### src/rtl/tcp_rx_port_dispatch.sv
// -----------------------------------------------------------------------------
// tcp_rx_port_dispatch
//
// Routes each received TCP segment to one receive-side demux output. The
// destination-port decapsulator hands over one port per segment. That port is
// looked up in the per-stream port table. The demux enable/select/drop
// controls are then held stable until the segment's last beat is accepted.
//
// Ports:
//   i_clk, i_rst_n      clock, asynchronous active-low reset
//   i_tcp_dest          destination port of the incoming segment
//   i_tcp_dest_valid    one-cycle strobe qualifying i_tcp_dest
//   i_port_table        stream i listen port at [16*i +: 16]
//   i_port_en           stream i takes part in lookup when set
//   i_frame_last        last beat of the routed segment accepted by the demux
//   i_clr_counts        synchronous clear of counters and overflow flag
//   o_enable            demux enable (only in ROUTE)
//   o_select            demux output select
//   o_drop              demux drop (segment consumed, not forwarded)
//   o_busy              a segment is being looked up or routed
//   o_overflow          sticky: a header strobe was lost
//   o_miss_count        saturating count of dropped segments
//   o_hit_count         saturating count of routed segments
//
// Handshake: i_tcp_dest_valid is a strobe with no back-pressure. A port that
// cannot be taken immediately goes to a one-entry pending slot. If that slot
// is already full, the port is lost and o_overflow is set. i_frame_last is
// only meaningful in ROUTE, where it ends the current segment.
// -----------------------------------------------------------------------------
module tcp_rx_port_dispatch #(
  parameter int NUM_TCP   = 8,
  parameter int CNT_WIDTH = 16
) (
  input  logic                       i_clk,
  input  logic                       i_rst_n,
  input  logic [15:0]                i_tcp_dest,
  input  logic                       i_tcp_dest_valid,
  input  logic [NUM_TCP*16-1:0]      i_port_table,
  input  logic [NUM_TCP-1:0]         i_port_en,
  input  logic                       i_frame_last,
  input  logic                       i_clr_counts,
  output logic                       o_enable,
  output logic [$clog2(NUM_TCP)-1:0] o_select,
  output logic                       o_drop,
  output logic                       o_busy,
  output logic                       o_overflow,
  output logic [CNT_WIDTH-1:0]       o_miss_count,
  output logic [CNT_WIDTH-1:0]       o_hit_count
);

  localparam int SEL_W = $clog2(NUM_TCP);

  typedef enum logic [1:0] {
    ST_IDLE   = 2'd0,
    ST_LOOKUP = 2'd1,
    ST_ROUTE  = 2'd2
  } state_e;

  state_e               state_q, state_d;
  logic [15:0]          port_q, port_d;
  logic                 pend_valid_q, pend_valid_d;
  logic [15:0]          pend_port_q, pend_port_d;
  logic [SEL_W-1:0]     sel_q, sel_d;
  logic                 drop_q, drop_d;
  logic                 ovf_q, ovf_d;
  logic [CNT_WIDTH-1:0] hit_cnt_q, hit_cnt_d;
  logic [CNT_WIDTH-1:0] miss_cnt_q, miss_cnt_d;

  logic                 match_found;
  logic [SEL_W-1:0]     match_idx;
  logic                 ovf_set;
  logic                 hit_inc;
  logic                 miss_inc;

  // Table lookup on the registered port. Scanning from the top down means the
  // lowest matching index is the last assignment and therefore wins.
  always_comb begin
    match_found = 1'b0;
    match_idx   = '0;
    for (int i = NUM_TCP - 1; i >= 0; i--) begin
      if (i_port_en[i] && (i_port_table[16*i +: 16] == port_q) && (port_q != 16'd0)) begin
        match_found = 1'b1;
        match_idx   = i[SEL_W-1:0];
      end
    end
  end

  always_comb begin
    state_d      = state_q;
    port_d       = port_q;
    pend_valid_d = pend_valid_q;
    pend_port_d  = pend_port_q;
    sel_d        = sel_q;
    drop_d       = drop_q;
    ovf_set      = 1'b0;
    hit_inc      = 1'b0;
    miss_inc     = 1'b0;

    case (state_q)
      ST_IDLE: begin
        if (pend_valid_q) begin
          // The older pending port goes first; a simultaneous strobe refills the slot.
          port_d       = pend_port_q;
          pend_valid_d = i_tcp_dest_valid;
          if (i_tcp_dest_valid) pend_port_d = i_tcp_dest;
          state_d      = ST_LOOKUP;
        end else if (i_tcp_dest_valid) begin
          port_d  = i_tcp_dest;
          state_d = ST_LOOKUP;
        end
      end

      ST_LOOKUP: begin
        if (i_tcp_dest_valid) begin
          if (pend_valid_q) begin
            ovf_set = 1'b1;
          end else begin
            pend_valid_d = 1'b1;
            pend_port_d  = i_tcp_dest;
          end
        end
        sel_d    = match_found ? match_idx : '0;
        drop_d   = ~match_found;
        hit_inc  = match_found;
        miss_inc = ~match_found;
        state_d  = ST_ROUTE;
      end

      ST_ROUTE: begin
        if (i_frame_last) begin
          if (pend_valid_q) begin
            // The slot is still full this cycle, so a new strobe is lost.
            port_d       = pend_port_q;
            pend_valid_d = 1'b0;
            ovf_set      = i_tcp_dest_valid;
            state_d      = ST_LOOKUP;
          end else if (i_tcp_dest_valid) begin
            // The strobe would pass through the empty slot; look it up directly.
            port_d  = i_tcp_dest;
            state_d = ST_LOOKUP;
          end else begin
            state_d = ST_IDLE;
          end
        end else if (i_tcp_dest_valid) begin
          if (pend_valid_q) begin
            ovf_set = 1'b1;
          end else begin
            pend_valid_d = 1'b1;
            pend_port_d  = i_tcp_dest;
          end
        end
      end

      default: state_d = ST_IDLE;
    endcase

    // A clear wins over an increment or an overflow in the same cycle.
    if (i_clr_counts) begin
      hit_cnt_d  = '0;
      miss_cnt_d = '0;
      ovf_d      = 1'b0;
    end else begin
      hit_cnt_d  = (hit_inc && (hit_cnt_q != '1)) ? hit_cnt_q + CNT_WIDTH'(1) : hit_cnt_q;
      miss_cnt_d = (miss_inc && (miss_cnt_q != '1)) ? miss_cnt_q + CNT_WIDTH'(1) : miss_cnt_q;
      ovf_d      = ovf_q | ovf_set;
    end
  end

  always_ff @(posedge i_clk or negedge i_rst_n) begin
    if (!i_rst_n) begin
      state_q      <= ST_IDLE;
      port_q       <= '0;
      pend_valid_q <= 1'b0;
      pend_port_q  <= '0;
      sel_q        <= '0;
      drop_q       <= 1'b0;
      ovf_q        <= 1'b0;
      hit_cnt_q    <= '0;
      miss_cnt_q   <= '0;
    end else begin
      state_q      <= state_d;
      port_q       <= port_d;
      pend_valid_q <= pend_valid_d;
      pend_port_q  <= pend_port_d;
      sel_q        <= sel_d;
      drop_q       <= drop_d;
      ovf_q        <= ovf_d;
      hit_cnt_q    <= hit_cnt_d;
      miss_cnt_q   <= miss_cnt_d;
    end
  end

  // Enable and busy come straight from the state register, so an asynchronous
  // reset removes them without waiting for a clock edge.
  assign o_enable     = (state_q == ST_ROUTE);
  assign o_busy       = (state_q != ST_IDLE);
  assign o_select     = sel_q;
  assign o_drop       = drop_q;
  assign o_overflow   = ovf_q;
  assign o_hit_count  = hit_cnt_q;
  assign o_miss_count = miss_cnt_q;

endmodule

### config.mk
export PLATFORM = sky130hd
export DESIGN_NAME = tcp_rx_port_dispatch
export DESIGN_NICKNAME = d
export VERILOG_FILES = /design/src/rtl/tcp_rx_port_dispatch.sv
export SDC_FILE = /design/constraint.sdc
export NUM_CORES = 1
export LEC_CHECK = 0
export CORE_MARGIN = 2
export CORE_UTILIZATION = 50
export CTS_BUF_LIST = sky130_fd_sc_hd__clkbuf_4
export CTS_CLUSTER_SIZE = 28
export DETAILED_ROUTE_END_ITERATION = 12
export PLACE_DENSITY = 0.89
export SETUP_SLACK_MARGIN = 0.5
export SYNTH_ARGS = -nofsm -noshare
export SYNTH_HDL_FRONTEND = slang
export SYNTH_SLANG_ARGS = --single-unit
### constraint.sdc
create_clock -name i_clk -period 4.32 [get_ports i_clk]
set_input_delay 1.296 -clock i_clk [delete_from_list [all_inputs] [get_ports i_clk]]
set_output_delay 1.296 -clock i_clk [all_outputs]
set_load 0.03 [all_outputs]
==> reports/qor.yml, run 1 <==
run_status:
  status: "complete, no violations"
flow_run:
  max_cap_violations: 0
setup_path:
  reg2reg_slack_ps: 730
  critPathKind: "input port to register"
  path_max_fanout: 13
  crit_family: "simple AND/OR/NAND/NOR gates"
  cp-startpoint: "i_port_table[67]"
  reg2reg_from: "port_q[10]$_DFFE_PN0P_"
  reg2reg_to: "o_miss_count[7]$_DFFE_PN0P_"
  cp_cell_sequence: "clkdlybuf4s50_1, xor2_1, nor4_2, and3_1, a22oi_1, or4b_4, nor3_4, buf_12, nand3_2, mux2_4"
  required_ps: 4630
  slowest_delay_ps: 630
  end_kind: "register"
  slowest_stage: "or4b_4"
  start_kind: "input port"
  reg2reg_depth: 9
  critPathArrivalTime_ps: 3990
  cp.buffers_inverters: 2
worst_hold_path:
  min_path_type: "register to register"
  hold_depth: 2
  min_to: "o_select[1]$_DFFE_PN0P_"
  hp-start: "o_select[1]$_DFFE_PN0P_"
synth:
  synth-seq-area-share_pct: 34.7
  synthesis.yosys.warnings: 0
  synth_area_um2: 5190
  avgSynthCellArea_um2: 9.59
  syn_nets: 704
  yosys.area.top_type_share_pct: 34.7
  ys_types: 43
  netlist_top_cells_count: "xnor2_1, dfrtp_1, nor2_1, xor2_1, a21oi_1"
  synth_ff_type: "dfrtp_1"
  yosys.cell_count.top_type: "xnor2_1"
  ys_ff_latch: 72
  netlist_instances: 541
  synth_top_cell_by_area: "dfrtp_1"
  async_flop_share_pct: 100
  synthTopCellsByArea: "dfrtp_1, xnor2_1, xor2_1"
  synth-edff-count: 0
sta:
  setup_viol: 0
  final-hold-violation-count: 0
  fin_crit_ps: 3680
  worst_slew_pin_slew_ps: 964
  rsz0062_at_grt: "false"
  maxSlewHeadroom_pct: 35.5
  finalClockSkew_ps: 15.0
  holdWs_ps: 516
  maxSlewViolCount: 0
  tns_ps: 0
  period_share_pct: 85.3
  fmax_mhz: 272
  setup_slack_ps: 637
clock_network:
  root_buffer: "clkbuf_4"
  h-tree-depth: 3
  clockBufferDepth: 2
  hold_buffers: 0
  cts_buffers: 9
  clk_pin_slew_ps: 120
  cts_sinks: 72
  worstSkewPairLatency_ps: 420
  cts_tree: "built"
global_routing:
  grt_pass1_wl_um: 26400
  grt_overflow: 0
  grt_antenna_before_repair: 0
  track_usage_pct: 30.2
  grt_pass1_vias: 5022
  grt_max_degree: 34
final_layout:
  layout.cells.non_filler: 867
  diodes: 0
  final_core_util_pct: 72.2
  nets: 889
  area_growth_pct: 41.8
  layout-drive-gt1-share_pct: 8.76
  design_area_um2: 7350
  fillCellCount: 739
die:
  start_util_pct: 50.9
  die_area_um2: 11200
  rows: 37
  die_h_um: 106
  die-width_um: 106
  io_pins: 196
  core-area_um2: 10200
power:
  p_sw_mw: 1.36
  pwr-share-seq_pct: 41.2
  power.density_nw_per_um2: 431
  p_int_mw: 1.81
  pwr-share-clk_pct: 13.9
  vdd_ir_drop_max_mv: 0.386
  combPwrFrac_pct: 44.9
  swShare_pct: 42.9
  p_total_mw: 3.17
  p_leak_nw: 2.77
detailed_routing:
  first_pass_iters: 7
  drt-initial-drc-count: 336
  num_vias: 4906
  ant_nets: 0
  vias_per_cell: 5.66
  drc: 0
  wirelength_um: 16700
  wl_per_cell_um: 19.3
placement:
  hpwl_um: 12600
  placedInstanceArea_um2: 7150
  pre_cts_slack_ps: 68.5
  io_buffers: 195
  gp_congestion: 0.896
  placed_cells: 849
## cells in the final DEF (no fill, tap or decap), drive strengths merged, types with 5 or more instances in the layout
cell type,instances
xor2,37
nand2,21
inv,14
o31ai,9
and3,16
nor2b,10
nor4,21
or4,7
nor3,6
o21ai,8
nor2,42
nand3,22
nand4,20
buf,10
mux2,21
ha,6
a21oi,31
xnor2,101
clkdlybuf4s50,194
clkbuf,9
dfrtp,72
mux2i,18
or3,5
## power groups by stage
| stage | sequential, mW | clock, mW | combinational, mW |
|---|---|---|---|
| 6_report | 1.30 | 0.441 | 1.42 |
| 3_5_place_dp | 1.31 | 0 | 1.39 |
| 3_3_place_gp | 1.29 | 0 | 1.33 |
| 2_1_floorplan | 0.948 | 0 | 1.31 |
| 5_1_grt | 1.32 | 0.481 | 1.56 |
| 4_1_cts | 1.29 | 0.448 | 1.40 |
## repair_timing
item | in CTS | in global routing
setup buffers | 0 | 2
endpoints found under the setup margin | 0 | 14
resized for setup | 0 | 5
## worst register-to-register path: stages (launching register included)
cell and delay, ps:
dfrtp_1 650, nor4_1 350, and4_1 570, nor4_1 180
a22oi_1 330, or4b_4 630, nor3_4 250, buf_12 150
nand3_2 90, mux2_4 310
## registers in the layout (all words and copies together) (netlist names)
| name | count |
|---|---|
| state_q | 2 |
| o_hit_count | 16 |
| o_select | 3 |
| o_overflow | 1 |
| pend_valid_q | 1 |
| o_miss_count | 16 |
| o_drop | 1 |
| pend_port_q | 16 |
| port_q | 16 |
## logic make-up (layout without fill, tap and decap cells)
kind of cell / count (synthesis) / count (layout) / synth area share [%]
AO/OA/AOI/OAI: 68 / 68 / 8.39
XOR/XNOR: 138 / 138 / 23.3
adder cells (fa/ha/maj): 6 / 6 / 1.45
buffers and inverters: 42 / 232 / 4.87
flip-flops: 72 / 72 / 34.7
multiplexers: 39 / 39 / 8.25
AND/OR/NAND/NOR: 176 / 176 / 19.0
## worst max-delay path by stage
stage | to | cells after the start
floorplan | o_miss_count[11]$_DFFE_PN0P_ | 9
global placement | o_hit_count[7]$_DFFE_PN0P_ | 9
detailed placement | o_hit_count[7]$_DFFE_PN0P_ | 9
CTS | o_hit_count[5]$_DFFE_PN0P_ | 9
global route | o_miss_count[6]$_DFFE_PN0P_ | 10
finish | o_miss_count[7]$_DFFE_PN0P_ | 10
## cell type report
class | count | area (µm²) | area share, %
clock inverter | 7 | 80.1 | 1.09
sequential | 72 | 1800 | 24.5
multi-input combinational | 427 | 3160 | 43.0
inverter | 12 | 45.0 | 0.612
timing repair buffer | 204 | 2030 | 27.6
tap | 136 | 170 | 2.31
clock buffer | 9 | 67.6 | 0.919
## metal layers
metal  GRT usage (%)  vias up  wire [µm]
li1                -     2273          -
met1            36.6     2361       6510
met2            52.6      233       8450
met3            6.86       39       1220
met4            10.6        0        516
met5               0        -          0
Note: power is estimated with default switching activity, not from simulation.
==> run 2: changes to the inputs <==
- HOLD_SLACK_MARGIN: not set -> 0.12
==> results of run 2 <==
Final layout, timing and power as in run 1 (identical DEF).
